==> config.mk <==
export PLATFORM = sky130hd
export DESIGN_NAME = div_issue_ctrl
export DESIGN_NICKNAME = d
export VERILOG_FILES = /design/src/rtl/div_issue_ctrl.sv
export SDC_FILE = /design/constraint.sdc
export NUM_CORES = 1
export LEC_CHECK = 0
export BUFFER_PORTS_ARGS = -buffer_cell sky130_fd_sc_hd__clkbuf_2
export CAP_MARGIN = 15
export CORE_ASPECT_RATIO = 0.75
export CORE_MARGIN = 2
export CORE_UTILIZATION = 45
export CTS_CLUSTER_SIZE = 20
export DETAILED_ROUTE_END_ITERATION = 12
export PLACE_DENSITY = 0.8
export SYNTH_ARGS = -nofsm -noshare
export SYNTH_HDL_FRONTEND = slang
export SYNTH_SLANG_ARGS = --single-unit
==> constraint.sdc <==
create_clock -name clk -period 2.3 [get_ports clk]
set_clock_uncertainty 0.05 [all_clocks]
set_input_delay 0 -clock clk [delete_from_list [all_inputs] [get_ports clk]]
set_output_delay 0 -clock clk [all_outputs]
set_load 0.005 [all_outputs]
==> src/rtl/div_issue_ctrl.sv <==
// Divider issue control: latches a DIV/DIVU from EX, handshakes the divider, and writes HI/LO back for one cycle.
// Latency: start rises 1 cycle after the request; write-back comes 1 cycle after ready. DIV_TIMEOUT_EN adds a BUSY watchdog.
// Backpressure: stallreq_o holds the pipeline from request until the result cycle; flush_i annuls an in-flight divide.
module div_issue_ctrl #(
    parameter int TIMEOUT_CYCLES = 40
) (
    input  logic        clk,
    input  logic        rst,
    input  logic        div_req_i,
    input  logic        div_signed_i,
    input  logic [31:0] reg1_i,
    input  logic [31:0] reg2_i,
    input  logic        flush_i,
    input  logic [63:0] div_result_i,
    input  logic        div_ready_i,
    output logic [31:0] div_opdata1_o,
    output logic [31:0] div_opdata2_o,
    output logic        div_signed_o,
    output logic        div_start_o,
    output logic        div_annul_o,
    output logic        stallreq_o,
    output logic        whilo_o,
    output logic [31:0] hi_o,
    output logic [31:0] lo_o,
    output logic        div_timeout_o
);

    typedef enum logic [1:0] {
        IDLE = 2'd0,
        BUSY = 2'd1,
        DONE = 2'd2
    } state_t;

    state_t      r_state;
    logic [31:0] r_op1;
    logic [31:0] r_op2;
    logic        r_signed;
    logic        r_start;
    logic [31:0] r_hi;
    logic [31:0] r_lo;
    logic        r_whilo;
    logic        r_timeout;

    logic        w_issue;
    logic        w_tmo;

    assign w_issue = (r_state == IDLE) && div_req_i && !flush_i;

`ifdef DIV_TIMEOUT_EN
    logic [5:0] r_cnt;

    // Counts BUSY cycles; reads 0 in the first BUSY cycle.
    always_ff @(posedge clk or negedge rst) begin
        if (!rst) begin
            r_cnt <= 6'd0;
        end else if (w_issue) begin
            r_cnt <= 6'd0;
        end else if (r_state == BUSY) begin
            r_cnt <= r_cnt + 6'd1;
        end
    end

    assign w_tmo = (r_state == BUSY) && (r_cnt == 6'(TIMEOUT_CYCLES - 1))
                   && !div_ready_i && !flush_i;
`else
    // Watchdog compiled out; the limit has no effect in this build.
    assign w_tmo = 1'b0 && (TIMEOUT_CYCLES > 0);
`endif

    always_ff @(posedge clk or negedge rst) begin
        if (!rst) begin
            r_state   <= IDLE;
            r_op1     <= 32'd0;
            r_op2     <= 32'd0;
            r_signed  <= 1'b0;
            r_start   <= 1'b0;
            r_hi      <= 32'd0;
            r_lo      <= 32'd0;
            r_whilo   <= 1'b0;
            r_timeout <= 1'b0;
        end else begin
            r_timeout <= 1'b0;
            case (r_state)
                IDLE: begin
                    if (w_issue) begin
                        r_op1    <= reg1_i;
                        r_op2    <= reg2_i;
                        r_signed <= div_signed_i;
                        r_start  <= 1'b1;
                        r_state  <= BUSY;
                    end else begin
                        r_start  <= 1'b0;
                    end
                end
                BUSY: begin
                    // Flush wins over a simultaneous ready: the instruction is dead.
                    if (flush_i) begin
                        r_start <= 1'b0;
                        r_state <= IDLE;
                    end else if (div_ready_i) begin
                        r_hi    <= div_result_i[63:32];
                        r_lo    <= div_result_i[31:0];
                        r_whilo <= 1'b1;
                        r_start <= 1'b0;
                        r_state <= DONE;
                    end else if (w_tmo) begin
                        r_hi      <= 32'd0;
                        r_lo      <= 32'd0;
                        r_whilo   <= 1'b0;
                        r_start   <= 1'b0;
                        r_timeout <= 1'b1;
                        r_state   <= DONE;
                    end
                end
                DONE: begin
                    r_whilo <= 1'b0;
                    r_state <= IDLE;
                end
                default: begin
                    r_start <= 1'b0;
                    r_whilo <= 1'b0;
                    r_state <= IDLE;
                end
            endcase
        end
    end

    assign stallreq_o    = w_issue || (r_state == BUSY);
    assign div_annul_o   = (r_state == BUSY) && (flush_i || w_tmo);
    assign whilo_o       = (r_state == DONE) && r_whilo && !flush_i;
    assign div_opdata1_o = r_op1;
    assign div_opdata2_o = r_op2;
    assign div_signed_o  = r_signed;
    assign div_start_o   = r_start;
    assign hi_o          = r_hi;
    assign lo_o          = r_lo;
    assign div_timeout_o = r_timeout;

endmodule

**Yosys cells after proc, flatten, opt, wreduce, memory -nomap -nowiden**

Index checks and enable logic that the tools add are counted.

- Output and inout port bits: 134
- Input port bits: 134
- Memories kept: 0
- Word-level logic and storage cells: 41
- Bits in read-only memories: 0
- Latch bits: 0
- Flip-flop bits (word level): 133
- Bits in writable memories: 0

- Shifts and indexed selects: 0
- Reductions and logical operators: 13
- Add/sub/neg operators: 0
- Bitwise gates (word level): 3
- Multipliers: 0
- Divide/modulo/power cells: 0
- Multiplexer cells: 11
- Equal/unequal tests: 6
- Order comparisons: 0

Operators with widths:

| operator | number |
|---|---|
| $mux W2 | 3 |
| $ne A2 B2 Y1 const B | 3 |
| $reduce_and A2 Y1 | 3 |
| $reduce_and A3 Y1 | 2 |
| $logic_and A1 B1 Y1 | 5 |
| $mux W1 | 5 |
| $pmux W2 S2 | 1 |
| $ne A3 B3 Y1 const B | 1 |
| $not A1 Y1 | 3 |
| $pmux W1 S3 | 1 |
| $eq A2 B1 Y1 const B | 1 |
| $eq A2 B2 Y1 const B | 1 |
| $logic_not A2 Y1 | 1 |
| $pmux W1 S2 | 1 |
| $logic_not A1 Y1 | 1 |
| $logic_or A1 B1 Y1 | 1 |

**Longest topological paths before layout**

Gate-level depths: netlist of run 1.

- Depth in word-level cells: 5
- Mapped depth: 5
- Depth with buffers taken out: 2

**Worst setup path after synthesis of run 1**

Ideal clock, no wire load.

- Path type: reg-to-reg
- Start point: register r_state[1]
- End point: register r_op1[0] (netlist: div_opdata1_o[0])
- Path buffers: 3
- Data arrival time: 1467 ps
- Clock period less this slack: 1644 ps
- Cell stages (with the launch flop): 6
- Setup time: 127 ps
- Path slack: 656 ps
- Cell sequence: dfrtp_1 -> buf_2 -> nor4b_4 -> buf_6 -> buf_6 -> mux2_1

- Word-level cells in the longest chain between the ends: 4

RTL lines:

| element | RTL line | text |
|---|---|---|
| start, declared | 34 | `state_t r_state;` |
| start signal, assigned | 72 | `r_state <= IDLE;` |
| start signal, assigned | 90 | `r_state <= BUSY;` |
| start signal, assigned | 99 | `r_state <= IDLE;` |
| $logic_not A2 Y1 * | 47, 83 |  |
| $logic_and A1 B1 Y1 (2 in series) | 47 | `assign w_issue = (r_state == IDLE) && div_req_i && !flush_i;` |
| $reduce_and A2 Y1 (no line) * | -- |  |
| end signal, assigned | 86 | `r_op1 <= reg1_i;` |
| end, declared | 35 | `logic [31:0] r_op1;` |

Every way passes the cells marked *; elsewhere a longest branch is shown, timed or not.
A chain may end at the register's enable or synchronous reset.

**Final worst setup path of run 1**

- Start point: register r_state[1]
- End point: register r_op1[13] (netlist: div_opdata1_o[13])

The elaborated chain is that of the path after synthesis.

==> results of run 1 <==
[cell type report]
class,instances,area [sq um]
fillers,628,2510
clock buffers,18,439
repair buffers,405,2750
multi-input cells,144,1580
inverters,2,7.51
flip-flops and latches,133,3330
clock inverters,13,183
well taps,140,175
[worst paths after layout]
| path | end | slack [ps] |
|---|---|---|
| worst max-delay path | div_opdata1_o[13] | 490 |
| worst max register to register | div_opdata1_o[13] | 490 |
| max in group asynchronous | div_opdata2_o[19] | 1460 |
| worst min-delay path | hi_o[7] | 80 |
| worst min register to register | hi_o[26] | 440 |
| min in group clk | div_opdata1_o[0] | 280 |
[power by group through the flow]
stage | sequential (mW) | combinational [mW] | clock [mW]
2_1_floorplan | 3.26 | 0.510 | 0
3_3_place_gp | 3.22 | 1.37 | 0
3_5_place_dp | 3.26 | 1.43 | 0
4_1_cts | 3.23 | 1.61 | 2.86
5_1_grt | 3.32 | 1.76 | 2.97
6_report | 3.25 | 1.62 | 2.81
[cell usage after synthesis (all sizes together)]
| cell | number |
|---|---|
| a2111oi | 1 |
| a211o | 1 |
| a21oi | 2 |
| and3b | 1 |
| buf | 17 |
| conb | 1 |
| dfrtp | 133 |
| inv | 2 |
| mux2 | 129 |
| nand2 | 1 |
| nand2b | 1 |
| nand3b | 1 |
| nor2 | 2 |
| nor4b | 3 |
| nor4bb | 1 |
[cells by family (layout without fill, tap and decap cells)]
kind of cell	count (synthesis)	after routing	share of synthesized area [%]
flip-flops	133	133	65.4
AO/OA/AOI/OAI	4	4	0.541
multiplexers	129	129	28.6
other	1	1	0.0737
buffers and inverters	19	438	3.42
AND/OR/NAND/NOR	10	10	1.97
[per-stage QoR]
stage / power (mW) / setup slack, ps / utilization, % / cells / hold slack (ps)
5_1_grt: 8.06 / 401 / 77.1 / 855 / 113
3_5_place_dp: 4.68 / 493 / 59.3 / 691 / -46.7
2_1_floorplan: 3.77 / 656 / - / 296 / -346
4_1_cts: 7.70 / 489 / 77.1 / 855 / 87.5
3_3_place_gp: 4.59 / 552 / 59.3 / 691 / -57.6
6_report: 7.69 / 488 / 77.1 / 855 / 77.2
[critical path: cells and delay by family, from the launching register on]
family / cells / cell delay (ps)
buffers and inverters: 1 / 360
AND/OR/NAND/NOR: 1 / 370
multiplexers: 1 / 400
flip-flops: 1 / 490
[layer usage]
metal  vias to the layer above  global-route usage, %  wire length, um
li1                       1856                      -                -
met4                         0                   9.71              269
met1                      2035                   27.2             5460
met3                        28                   6.78             1040
met5                         -                      0                0
met2                       184                   43.2             7670
[flip-flops by register name, summed over array words and instances, names as in the netlist]
signal,count
lo_o,32
r_state,2
div_opdata2_o,32
div_opdata1_o,32
hi_o,32
div_start_o,1
r_whilo,1
div_signed_o,1
==> results.cfg, run 1 <==
[timing]
drv_slew = 0
fmax_ghz = 0.552
hold_viol = 0
tightest_slew_ps = 540
fin_crit_ps = 1810
slew_headroom_pct = 64.0
setup_viol = 0
rsz0062_at_grt = no
post-route-period-util_pct = 78.8
final.setup.tns_ps = 0

[finish]
fin_nets = 837
fin_area_sq_um = 8470
layout_commonest_cell = clkbuf_2
syn_to_final_growth_pct = 66.5
antenna_cells = 0
layout_common_cells = 265 x clkbuf_2, 133 x dfrtp_1, 133 x dlygate4sd3_1
drive_above_1_share_pct = 48.4

[pwr]
ir_drop_v = 0.000535
switching_power_mw = 1.97
leakage_nw = 4.18
clockPowerShare_pct = 36.5
pwr-share-seq_pct = 42.3
p_int_mw = 5.72
p_sw_share_pct = 25.7
p_per_area_nw_per_um2 = 908
p_comb_share_pct = 21.1

[floorplan]
die_h_um = 96.1
ios = 268
core_area_sq_um = 11000
start_util_pct = 46.3
die_w_um = 127
rows = 33
die_area_sq_um = 12200

[logic_synthesis]
syn_nets = 430
ys_top_cells_by_area = dfrtp_1 65%, mux2_1 19%, mux2_2 9.1%
syn_inst = 296
netlist_area_sq_um = 5090
ys_warn_count = 0
synth.avg_cell_area_sq_um = 17.2
synth_top_area_share_pct = 65.4
synth_cell_types = 20
ys_ff_latch = 133
synth_area_leader_cell = dfrtp_1
yosysSeqAreaShare_pct = 65.4

[clock_network]
cts_tree = yes
hold_buffers = 133
cts_max_path_buffers = 2
htreeDepth = 4
clk_latency_ps = 400
post-cts-setup-buffer-count = 0
cts-root-buf = clkbuf_16
cts.repair.resized = 0
clk_pin_slew_worst_paths_ps = 60
clkSinkCount = 133
cts_buffers = 17

[route]
via_per_inst = 4.80
detail-route-antenna-nets = 0
wl_per_cell_um = 16.9
via_count = 4103
remaining_drc_errors = 0
dr.pass1.iters = 4
drt_iter0_drc = 142
routed_wirelength_um = 14400

[run]
drv_cap = 0

[critical_path]
cp_data_required_time_ps = 2530
critPathSlowestCell = dfrtp_1
slowest_delay_ps = 490
r2r_cells = 3
worstSetupStartpointType = register
worstPathCellList = nor4b_4, buf_12, mux2_2
cp_max_fo = 66
crit_arrival_ps = 2040
crit_type = reg -> reg
worstReg2RegStart = r_state[1]
endpoint_kind = register
critPathLaunch = r_state[1]

[place]
numPortBuffers = 266
finalWeightedCongestion = 0.751
dpl.hpwl_um = 8620
place_area_sq_um = 6520

[global_route]
grt.total_usage_pct = 23.9
globalRoute.totalOverflow = 0
grt_pass1_vias = 4381
grt_pass1_wl_um = 22200
antenna_found_initial = 0
grt_max_degree = 67

[min_path]
hold_class = in -> async

[status]
status = finished clean
(Power assumes the default switching activity.)
==> run 2, diff against run 1 <==
- ABC_AREA: default -> 1
- clock period: 2.3 -> 1.79 ns (I/O delays scaled with it)
==> results.cfg, run 2 <==
[pwr]
p_comb_share_pct = 22.2
leakage_nw = 4.99
p_per_area_nw_per_um2 = 1130
ir_drop_v = 0.000748
p_int_mw = 7.02
p_sw_share_pct = 28.5
clockPowerShare_pct = 35.8
switching_power_mw = 2.79
pwr-share-seq_pct = 42.0

[clock_network]
cts-root-buf = clkbuf_16
clk_pin_slew_worst_paths_ps = 60
cts_buffers = 17
cts_tree = yes
clkSinkCount = 133
cts_max_path_buffers = 2
htreeDepth = 4
clk_latency_ps = 390

[finish]
layout_common_cells = 265 x clkbuf_2, 262 x nand2_1, 139 x dlygate4sd3_1
syn_to_final_growth_pct = 67.9
fin_nets = 1117
multi_input_area_sq_um = 1430
fin_area_sq_um = 8710
final_util_pct = 78.7
layout_commonest_cell = clkbuf_2
ff_latch_area_sq_um = 3330
nFillCells = 643
drive_above_1_share_pct = 32.1

[logic_synthesis]
synth_cell_types = 15
synth_top_area_share_pct = 64.1
ys_ff_latch = 133
ys_top_cells_by_area = dfrtp_1 64%, nand2_1 19%, o21ai_0 5.4%
synth_edf_count = 0
synthArstFlopShare_pct = 100
synth_most_common_cell = nand2_1
synth_area_leader_cell = dfrtp_1
netlist_area_sq_um = 5190
syn_nets = 706
ys.flop_type = dfrtp_1
yosysSeqAreaShare_pct = 64.1
ys_warn_count = 0
syn_inst = 572
synth_common_cells = 265 x nand2_1, 133 x dfrtp_1, 70 x inv_1
synth.avg_cell_area_sq_um = 9.07

[timing]
setup_viol = 0
drv_slew = 0
worst_slack_ps = 49.3
final.setup.tns_ps = 0
fin_crit_ps = 1740
tightest_slew_ps = 542
post-route-period-util_pct = 97.2
fmax_ghz = 0.574
hold_viol = 1
timing.hold.ws_ps = -17.7
slew_headroom_pct = 63.9
rsz0062_at_grt = yes

[critical_path]
crit_type = reg -> reg
endpoint_kind = register
worstSetupStartpointType = register
cp_data_required_time_ps = 2020
cp_max_fo = 6
crit_arrival_ps = 1970

[place]
place_area_sq_um = 6630
pre_cts_ws_ps = 283
finalWeightedCongestion = 0.796
dpl.hpwl_um = 9240
numPortBuffers = 266

[status]
violations = negative hold slack
status = finished with violations

[global_route]
globalRoute.totalOverflow = 0
grt_max_degree = 66
antenna_found_initial = 1
grt_pass1_vias = 5778
grt_pass1_wl_um = 28600
grt.total_usage_pct = 29.6

[floorplan]
ios = 268
core_area_sq_um = 11100
rows = 33
start_util_pct = 46.9
die_h_um = 97.0
die_w_um = 128
die_area_sq_um = 12400

[route]
via_count = 5484
detail-route-antenna-nets = 0
remaining_drc_errors = 0
via_per_inst = 4.82
routed_wirelength_um = 18200
wl_per_cell_um = 16.0
drt_iter0_drc = 272
dr.pass1.iters = 4

[min_path]
hold_class = in -> reg

[run]
drv_cap = 0
## run 2: cell types whose count changed in the layout (fill, tap and decap cells not counted), sizes merged, moves of 2 or more
cell / before / now
nand2: 1 / 265
mux2: 129 / 0
inv: 2 / 71
o21ai: 0 / 66
buf: 7 / 13
dlygate4sd3: 133 / 139
nand3: 0 / 4
nor2: 2 / 5
nor4b: 3 / 0
a21oi: 2 / 0
clkbuf: 283 / 285
## run 2: through the flow
step | instances | total power, mW
floorplan | 572 | 4.78
global placement | 958 | 5.80
detailed placement | 958 | 5.87
CTS | 1133 | 9.69
global route | 1137 | 10.3
finish | 1137 | 9.81
## run 2: repair_timing
action	in CTS	in global routing
hold endpoints to repair	264	0
cloned	1	2
pin swaps	1	4
setup endpoints to repair	1	11
setup buffers	0	3
gates resized for setup	1	8
hold buffers	142	0
## run 2: final cells by class
| type | instances | area share (%) |
|---|---|---|
| Sequential cell | 133 | 38.2 |
| Timing Repair Buffer | 418 | 33.4 |
| Multi-Input combinational cell | 342 | 16.4 |
| Clock buffer | 20 | 5.13 |
| Inverter | 71 | 3.06 |
| Tap cell | 140 | 2.01 |
| Clock inverter | 12 | 1.78 |
| Antenna cell | 1 | 0.0287 |
## run 2: layer usage
metal | share of wire (%) | GRT usage (%) | up-vias | routed length [um]
met5 | 0 | 0 | - | 0
met4 | 4.5 | 15.4 | 0 | 828
met3 | 6.8 | 8.30 | 61 | 1240
met2 | 52 | 52.8 | 269 | 9460
met1 | 37 | 31.9 | 2618 | 6700
li1 | - | - | 2536 | -
## run 2: worst max-delay path, cell delays in order, from the launching register on
cell,delay (ps)
dfrtp_2,440
nor2_4,210
nand3_2,180
nand2_1,120
o21ai_0,70
dlygate4sd3_1,560
## run 2: worst paths after layout
check | from | cells after the start | end | slack (ps)
hold / removal | div_req_i | 3 | div_opdata2_o[5] | -20
max in group asynchronous | rst | 3 | div_opdata1_o[15] | 970
hold reg to reg | lo_o[26] | 2 | lo_o[26] | 430
min in group asynchronous | rst | 2 | div_opdata2_o[30] | 100
setup / recovery | r_state[1] | 5 | div_opdata1_o[5] | 50
setup reg to reg | r_state[1] | 5 | div_opdata1_o[5] | 50
## run 2: power by group through the flow
stage	logic (mW)	clock network, mW	registers (mW)
6_report	2.17	3.52	4.12
5_1_grt	2.41	3.72	4.18
4_1_cts	2.07	3.55	4.08
3_5_place_dp	1.77	0	4.10
3_3_place_gp	1.70	0	4.10
2_1_floorplan	0.642	0	4.13
## run 2: logic make-up after synthesis
logic type / Yosys count / synth area share, %
flip-flops: 133 / 64.1
AND/OR/NAND/NOR: 272 / 19.9
buffers and inverters: 100 / 9.55
AO/OA/AOI/OAI: 66 / 6.37
other: 1 / 0.0723
